<file path="src/rtl/pm_entry_pkg.sv">
// Shared PM entry definitions: sideband message codes, FSM encoding and clock-rate constants.
package pm_entry_pkg;

    localparam int unsigned MSG_W = 4;

    localparam logic [MSG_W-1:0] MSG_REQ_L1    = 4'd2;
    localparam logic [MSG_W-1:0] MSG_REQ_L2    = 4'd3;
    localparam logic [MSG_W-1:0] MSG_RSP_PMNAK = 4'd9;
    localparam logic [MSG_W-1:0] MSG_RSP_L1    = 4'd10;
    localparam logic [MSG_W-1:0] MSG_RSP_L2    = 4'd11;

    localparam int unsigned CYC_PER_US_100M = 100;
    localparam int unsigned CYC_PER_US_200M = 200;

    typedef enum logic [1:0] {
        ST_IDLE     = 2'd0,
        ST_SEND_REQ = 2'd1,
        ST_WAIT_RSP = 2'd2,
        ST_DONE     = 2'd3
    } pm_state_e;

    function automatic logic [MSG_W-1:0] req_code(input logic l2);
        return l2 ? MSG_REQ_L2 : MSG_REQ_L1;
    endfunction

    function automatic logic [MSG_W-1:0] rsp_code(input logic l2);
        return l2 ? MSG_RSP_L2 : MSG_RSP_L1;
    endfunction

endpackage

</file>
<file path="src/rtl/pm_us_timer.sv">
// Microsecond timeout timer: prescaler per sideband clock rate feeding a us counter.
module pm_us_timer
    import pm_entry_pkg::*;
#(
    parameter int unsigned TIMEOUT_US = 8000
) (
    input  logic i_clk,
    input  logic i_rst_n,
    input  logic i_clear,
    input  logic i_enable,
    input  logic i_clk_div_ratio,
    output logic o_expired_c
);

    localparam int unsigned PRE_W = $clog2(CYC_PER_US_200M);
    localparam int unsigned US_W  = $clog2(TIMEOUT_US + 1);

    logic [PRE_W-1:0] pre_cnt;
    logic [US_W-1:0]  us_cnt;
    logic [PRE_W-1:0] pre_last_c;
    logic             wrap_c;

    // Terminal follows the live rate; >= covers a 200->100 MHz switch past the new terminal.
    assign pre_last_c  = i_clk_div_ratio ? PRE_W'(CYC_PER_US_200M - 1) : PRE_W'(CYC_PER_US_100M - 1);
    assign wrap_c      = i_enable && (pre_cnt >= pre_last_c);
    assign o_expired_c = wrap_c && (us_cnt == US_W'(TIMEOUT_US - 1));

    always_ff @(posedge i_clk or negedge i_rst_n) begin
        if (!i_rst_n) begin
            pre_cnt <= '0;
            us_cnt  <= '0;
        end else if (i_clear) begin
            pre_cnt <= '0;
            us_cnt  <= '0;
        end else if (i_enable) begin
            if (wrap_c) begin
                pre_cnt <= '0;
                us_cnt  <= us_cnt + US_W'(1);
            end else begin
                pre_cnt <= pre_cnt + PRE_W'(1);
            end
        end
    end

endmodule

</file>
<file path="src/rtl/pm_entry_tx.sv">
// Requester half of RDI PM entry: sends L1/L2 request, waits for response/PMNAK/timeout.
// Optional PMNAK retry enabled by defining PM_ENTRY_TX_RETRY_EN.
module pm_entry_tx
    import pm_entry_pkg::*;
#(
    parameter int unsigned TIMEOUT_US = 8000
`ifdef PM_ENTRY_TX_RETRY_EN
    ,
    parameter int unsigned MAX_RETRY  = 2
`endif
) (
    input  logic             i_clk,
    input  logic             i_rst_n,
    input  logic             i_en,
    input  logic             i_req_L1_or_L2,
    input  logic             i_clk_div_ratio,
    input  logic             i_msg_done,
    input  logic             i_msg_valid,
    input  logic [MSG_W-1:0] i_msg_no,
    output logic             o_msg_valid,
    output logic [MSG_W-1:0] o_msg_no,
    output logic             o_test_done,
    output logic             o_pm_nak,
    output logic             o_force_exit
);

    pm_state_e state;
    logic      pend_q;
    logic      pend_nak_q;
    logic      rsp_match_c;
    logic      rsp_nak_in_c;
    logic      hit_c;
    logic      nak_c;
    logic      retry_take_c;
    logic      expired_c;
    logic      tmr_run_c;

    // Expected response follows the request code already latched for this flow.
    assign rsp_match_c  = i_msg_valid && (i_msg_no == rsp_code(o_msg_no == MSG_REQ_L2));
    assign rsp_nak_in_c = i_msg_valid && (i_msg_no == MSG_RSP_PMNAK);
    assign hit_c        = pend_q || rsp_match_c || rsp_nak_in_c;
    assign nak_c        = pend_q ? pend_nak_q : rsp_nak_in_c;
    assign tmr_run_c    = i_en && (state == ST_WAIT_RSP);

`ifdef PM_ENTRY_TX_RETRY_EN
    localparam int unsigned RETRY_W = $clog2(MAX_RETRY + 2);
    logic [RETRY_W-1:0] retry_cnt;

    assign retry_take_c = nak_c && (retry_cnt < RETRY_W'(MAX_RETRY));

    always_ff @(posedge i_clk or negedge i_rst_n) begin
        if (!i_rst_n) begin
            retry_cnt <= '0;
        end else if (!i_en || state == ST_IDLE) begin
            retry_cnt <= '0;
        end else if (state == ST_WAIT_RSP && hit_c && retry_take_c) begin
            retry_cnt <= retry_cnt + RETRY_W'(1);
        end
    end
`else
    assign retry_take_c = 1'b0;
`endif

    pm_us_timer #(
        .TIMEOUT_US (TIMEOUT_US)
    ) u_timer (
        .i_clk           (i_clk),
        .i_rst_n         (i_rst_n),
        .i_clear         (!tmr_run_c),
        .i_enable        (tmr_run_c),
        .i_clk_div_ratio (i_clk_div_ratio),
        .o_expired_c     (expired_c)
    );

    always_ff @(posedge i_clk or negedge i_rst_n) begin
        if (!i_rst_n) begin
            state        <= ST_IDLE;
            o_msg_valid  <= 1'b0;
            o_msg_no     <= '0;
            o_test_done  <= 1'b0;
            o_pm_nak     <= 1'b0;
            o_force_exit <= 1'b0;
            pend_q       <= 1'b0;
            pend_nak_q   <= 1'b0;
        end else begin
            o_force_exit <= 1'b0;
            if (!i_en) begin
                state       <= ST_IDLE;
                o_msg_valid <= 1'b0;
                o_msg_no    <= '0;
                o_test_done <= 1'b0;
                o_pm_nak    <= 1'b0;
                pend_q      <= 1'b0;
                pend_nak_q  <= 1'b0;
            end else begin
                case (state)
                    ST_IDLE: begin
                        state       <= ST_SEND_REQ;
                        o_msg_no    <= req_code(i_req_L1_or_L2);
                        o_msg_valid <= 1'b1;
                        pend_q      <= 1'b0;
                    end
                    ST_SEND_REQ: begin
                        // Partner may answer in the same cycle the sideband accepts our request.
                        if (i_msg_done) begin
                            o_msg_valid <= 1'b0;
                            state       <= ST_WAIT_RSP;
                            if (rsp_match_c || rsp_nak_in_c) begin
                                pend_q     <= 1'b1;
                                pend_nak_q <= rsp_nak_in_c;
                            end
                        end
                    end
                    ST_WAIT_RSP: begin
                        pend_q <= 1'b0;
                        if (hit_c) begin
                            if (retry_take_c) begin
                                state       <= ST_SEND_REQ;
                                o_msg_valid <= 1'b1;
                            end else begin
                                state       <= ST_DONE;
                                o_test_done <= 1'b1;
                                o_pm_nak    <= nak_c;
                            end
                        end else if (expired_c) begin
                            state        <= ST_DONE;
                            o_test_done  <= 1'b1;
                            o_pm_nak     <= 1'b1;
                            o_force_exit <= 1'b1;
                        end
                    end
                    ST_DONE: begin
                        state <= ST_DONE;
                    end
                    default: begin
                        state <= ST_IDLE;
                    end
                endcase
            end
        end
    end

endmodule

</file>
<file path="config.mk">
export PLATFORM = sky130hd
export DESIGN_NAME = pm_entry_tx
export DESIGN_NICKNAME = d
export VERILOG_FILES = /design/src/rtl/pm_entry_pkg.sv /design/src/rtl/pm_us_timer.sv /design/src/rtl/pm_entry_tx.sv
export SDC_FILE = /design/constraint.sdc
export NUM_CORES = 1
export LEC_CHECK = 0
export CAP_MARGIN = 5
export CORE_ASPECT_RATIO = 1.25
export CORE_MARGIN = 5
export CORE_UTILIZATION = 26
export DETAILED_ROUTE_END_ITERATION = 10
export DONT_BUFFER_PORTS = 1
export PLACE_DENSITY_LB_ADDON = 0.08
export SYNTH_ARGS = -nofsm -noshare
export SYNTH_HDL_FRONTEND = slang
export SYNTH_SLANG_ARGS = --single-unit
</file>
<file path="constraint.sdc">
create_clock -name i_clk -period 2.6 [get_ports i_clk]
set_clock_uncertainty 0.15 [all_clocks]
set_input_delay 0.39 -clock i_clk [delete_from_list [all_inputs] [get_ports i_clk]]
set_output_delay 0.39 -clock i_clk [all_outputs]
set_load 0.03 [all_outputs]
</file>
==> out/results.ini, run 1 <==
[run]
cap_violations = 0

[timing]
fin_crit_sh_pct = 78.0
finalHoldViolCount = 0
min_period_ns = 2.03
setup_viol = 0
maxSlewViolCount = 0
rsz0062_at_grt = no
fmax_mhz = 493
fin_tns_setup_ns = 0

[route]
wl_um = 3310
drc = 0
avgViaCountPerCell = 4.71
drt_pass1_iterations = 4
drt_iter0_markers = 46
via_count = 1167
routedWlPerCell_um = 13.3
ant_nets = 0

[floorplanning]
core-area_um2 = 5860
io_pins = 19
start_util_pct = 27.0
die_h_um = 97.2
die_x_um = 79.8
fp-row-count = 31
dieArea_um2 = 7760

[global_routing]
grt_pass1_vias = 1137
grt_use_total_pct = 9.23
grt_pass1_wl_um = 5510
grt_overflow = 0
antenna_found_initial = 0
grt_max_degree = 32

[placed_design]
gp_routability_congestion = 0.701
port-buffer-count = 0
dp_hpwl_um = 2400

[worst_setup_path]
critPathMaxFanout = 7
r2r_cells = 6
crit_path_start = u_timer.pre_cnt[2]
crit_arrival_ns = 2.09
required_ns = 2.66
crit-reg2reg-launch = u_timer.pre_cnt[2]
crit_type = flop to flop
end_kind = flop
critPathLaunchType = flop

[power]
power.density_nw_per_um2 = 577
p_sw_uw = 236
irDropWorstVdd_v = 0.000221
sw_frac_of_total_pct = 22.4
internal_power_uw = 818
clockPowerShare_pct = 47.0
pwr-share-seq_pct = 48.4
p_comb_share_pct = 4.6
power_uw = 1050
power_leakage_uw = 0.000773

[logic_synthesis]
syn_inst = 157
yosysSeqAreaShare_pct = 49.0
synth_area_per_cell_um2 = 10.1
synthArstFlopShare_pct = 100
yosys_warnings = 0
yosys.area.top_type = dfrtp_1
ys_types = 39
yosysMostFrequentCell = dfrtp_1
synth_commonest_cells = 31 x dfrtp_1, 19 x nor2_1, 11 x nand2_1, 10 x o21ai_0, 10 x xor2_1
ys_ff_latch = 31
synth.area.top_cells = dfrtp_1 49%, xor2_1 5.5%, nor2_1 4.5%
synth_area_um2 = 1580
synth_edf_count = 0
synth_top_area_share_pct = 49.0
ys.flop_type = dfrtp_1

[finish]
antenna_cells = 0
nNetsFinal = 181
area_delta_synth_final_pct = 15.3
layout-drive-gt1-share_pct = 10.2

[run_status]
status = completed

[clocking]
cts_root_buf = clkbuf_8
cts_resized = 0
cts_tree = built
clk_path_buf_depth = 2
path_clk_slew_ns = 0.07
h-tree-depth = 2
numCtsBuffers = 5
cts_sinks = 31
clk_latency_ns = 0.28

[min_path]
hp-class = input port to flop
hold_depth = 2
min_from = i_en

repair_timing:
action | CTS | global route
setup buffers | 0 | 0
hold endpoints to repair | 31 | 0
endpoints found under the setup margin | 0 | 0
hold buffers | 2 | 0
routing by layer:
metal / part of all wire, % / wire [µm] / GRT usage (%)
met4: 1.1 / 36 / 3.90
met5: 0 / 0 / 0
met1: 47 / 1540 / 11.9
met2: 47 / 1560 / 14.1
met3: 5.0 / 166 / 2.88
layout make-up:
| cell class | instances | area [µm²] |
|---|---|---|
| Clock buffer | 6 | 82.6 |
| Clock inverter | 2 | 35.0 |
| Fill cell | 608 | 4030 |
| Inverter | 3 | 11.3 |
| Multi-Input combinational cell | 119 | 766 |
| Sequential cell | 31 | 776 |
| Tap cell | 82 | 103 |
| Timing Repair Buffer | 5 | 52.6 |
worst max-delay path: stages, from the launching register on:
cell	delay [ns]
dfrtp_1	0.43
ha_1	0.29
a211o_1	0.34
o22a_4	0.26
and4_4	0.19
o21ai_2	0.12
mux2i_1	0.18
power by group through the flow:
stage	Sequential (µW)	Clock [µW]	Combinational [µW]
global placement	519	0	34.6
global route	511	529	56.8
CTS	510	508	50.2
detailed placement	519	0	34.9
finish	510	496	48.4
floorplan	516	0	34.1
flip-flops by register name, indices dropped and copies added (netlist names):
register         cells
pend_nak_q           1
o_msg_no             2
u_timer.us_cnt      13
o_pm_nak             1
o_test_done          1
o_force_exit         1
o_msg_valid          1
state                2
u_timer.pre_cnt      8
pend_q               1
cells by family after synthesis:
group / count (synthesis) / share of synthesized area (%)
and+or+nand+nor: 64 / 20.9
DFF: 31 / 49.0
AOI/OAI and AO/OA: 30 / 13.0
xor gates and xnor gates: 16 / 8.85
buffers and inverters: 8 / 2.85
adders and majority gates: 5 / 3.95
muxes: 2 / 1.26
other: 1 / 0.237
worst paths after layout:
kind / endpoint / slack [ns]
worst max-delay path: o_pm_nak / 0.57
worst min-delay path: state[0] / 0.07
worst max register to register: o_pm_nak / 0.57
worst min register to register: u_timer.pre_cnt[0] / 0.34
max in group asynchronous: u_timer.us_cnt[10] / 1.72
min in group asynchronous: u_timer.pre_cnt[5] / 0.40
through the flow:
stage | setup WS, ns | hold WS (ns) | std cells | area [µm²] | util (%)
2_1_floorplan | 0.645 | -0.0556 | 158 | 1590 | -
3_3_place_gp | 0.594 | -0.0546 | 238 | 1680 | 28.6
3_5_place_dp | 0.562 | -0.0546 | 238 | 1680 | 28.6
4_1_cts | 0.576 | 0.0540 | 248 | 1830 | 31.2
5_1_grt | 0.476 | 0.0555 | 248 | 1830 | 31.2
6_report | 0.573 | 0.0669 | 248 | 1830 | 31.2
cells in the final DEF (no fill, tap or decap), drive strengths merged:
master / n
or3: 5
o211a: 1
nor3: 3
and2: 2
bufinv: 1
clkinv: 1
o21ai: 11
a31oi: 1
o22a: 1
o221ai: 2
clkbuf: 6
nor3b: 1
a21boi: 3
mux2i: 2
nor2: 19
or2: 1
nor4b: 1
and4: 2
a21oi: 6
xor2: 10
and3: 2
dlygate4sd3: 1
dfrtp: 31
nand4: 3
nor2b: 4
o21a: 2
nand3: 9
xnor2: 6
inv: 3
ha: 5
and3b: 1
buf: 4
a211o: 1
o2111a: 1
conb: 2
nand2: 11
a21o: 1
Power figures use the tool's default switching activity.
==> run 2: changes to the inputs <==
==> constraint.sdc (replaced) <==
create_clock -name i_clk -period 1.7 [get_ports i_clk]
set_clock_uncertainty 0.15 [all_clocks]
set_input_delay 0.255 -clock i_clk [delete_from_list [all_inputs] [get_ports i_clk]]
set_output_delay 0.255 -clock i_clk [all_outputs]
set_load 0.03 [all_outputs]
==> out/results.ini, run 2 (synthesis gave the netlist of run 1 again) <==
[run_status]
status = finished with violations
violations = setup timing

[route]
wl_um = 3820
routedWlPerCell_um = 13.9
ant_nets = 0
via_count = 1258
drt_iter0_markers = 31
drt_pass1_iterations = 3
avgViaCountPerCell = 4.56
drc = 0

[finish]
reg_top3 = u_timer.us_cnt: 13 flops, u_timer.pre_cnt: 8 flops
multi_input_area_um2 = 885
final_util_pct = 36.5
top_register = u_timer.us_cnt
fillCellCount = 611
nNetsFinal = 209
layout-drive-gt1-share_pct = 32.5
area_delta_synth_final_pct = 35.0
final_common_cell = dfrtp_1
layout_common_cells = 31 x dfrtp_1, 25 x buf_4, 13 x nor2_1
antenna_cells = 0
largest_reg_flops = 13
register_area_um2 = 776
design_area_um2 = 2140

[placed_design]
place_area_um2 = 1840
dp_hpwl_um = 2660
port-buffer-count = 0
gp_routability_congestion = 0.742

[floorplanning]
die_h_um = 97.2
dieArea_um2 = 7760
start_util_pct = 27.0
core-area_um2 = 5860
fp-row-count = 31
io_pins = 19
die_x_um = 79.8

[global_routing]
grt_max_degree = 32
grt_pass1_wl_um = 6400
antenna_found_initial = 0
grt_overflow = 0
grt_use_total_pct = 10.5
grt_pass1_vias = 1342

[worst_setup_path]
crit-reg2reg-launch = u_timer.pre_cnt[5]
crit_type = flop to flop
r2r_cells = 6
slowest_delay_ns = 0.41
crit_arrival_ns = 2.00
reg2reg_slack_ns = -0.25
cp_top_family = simple AND/OR/NAND/NOR gates
critPathLaunchType = flop
reg2reg_to = o_pm_nak
crit_path_start = u_timer.pre_cnt[5]
cp_cell_sequence = ha_4 -> or3_4 -> o22a_4 -> and4_4 -> o21ai_2 -> mux2i_1
critPathSlowestCell = dfrtp_1
cp.buffers_inverters = 0
required_ns = 1.75
critPathMaxFanout = 5
end_kind = flop

[min_path]
min_from = i_msg_done
hp-class = input port to flop
holdPathEnd = state[1]
hold_depth = 2

[clocking]
clk_path_buf_depth = 2
cts_root_buf = clkbuf_8
h-tree-depth = 2
clk_latency_ns = 0.28
cts_tree = built
path_clk_slew_ns = 0.07
cts_sinks = 31
numCtsBuffers = 5

[timing]
maxSlewViolCount = 0
fin_crit_sh_pct = 114
rsz0062_at_grt = yes
layout_setup_ws_ns = -0.246
finalHoldViolCount = 0
setup_viol = 25
fmax_mhz = 514
min_period_ns = 1.95

[power]
irDropWorstVdd_v = 0.000228
power.density_nw_per_um2 = 676
power_uw = 1440
power_leakage_uw = 0.000900

[run]
cap_violations = 0

[run 2: per-stage QoR]
| step | setup slack, ns | instances | setup TNS [ns] | hold WS [ns] |
|---|---|---|---|---|
| after floorplan | -0.173 | 158 | -2.38 | -0.191 |
| after global placement | -0.178 | 259 | -3.06 | -0.190 |
| after detailed placement | -0.229 | 259 | -4.03 | -0.190 |
| after CTS | -0.230 | 276 | -3.54 | 0.00518 |
| after global routing | -0.296 | 276 | -4.98 | 0.00478 |
| final | -0.246 | 276 | -3.48 | 0.0134 |
[run 2: report_power, final]
group	switching, µW	internal (µW)
clock	271	287
sequential	14.2	750
combinational	75.1	47.2
total	360	1080
[run 2: area by class of cell]
| cell class | instances | share of cell area, % |
|---|---|---|
| timing repair buffer | 33 | 13.2 |
| clock inverter | 1 | 0.234 |
| sequential | 31 | 36.3 |
| clock buffer | 7 | 3.57 |
| tap | 82 | 4.80 |
| inverter | 3 | 0.527 |
| multi-input combinational | 119 | 41.4 |
[run 2: worst max-delay path by stage]
| stage | slack (ns) | to | depth (start not counted) |
|---|---|---|---|
| floorplan | -0.17 | o_pm_nak | 6 |
| global placement | -0.18 | u_timer.us_cnt[9] | 6 |
| detailed placement | -0.23 | o_pm_nak | 6 |
| CTS | -0.23 | u_timer.us_cnt[9] | 6 |
| global route | -0.30 | o_pm_nak | 6 |
| finish | -0.25 | o_pm_nak | 6 |
[run 2: routing by layer]
metal	share of wire (%)	vias up	track usage [%]
li1	-	615	-
met1	44	619	12.9
met2	51	18	17.3
met3	4.0	6	2.88
met4	1.5	0	3.90
met5	0	-	0
[run 2: repair_timing]
action / 4_1_cts / 5_1_grt
setup buffers: 4 / 1
hold endpoints to repair: 40 / 0
setup endpoints to repair: 25 / 25
pin swaps: 8 / 9
resized for setup: 10 / 18
cloned: 0 / 0
hold buffers: 5 / 0
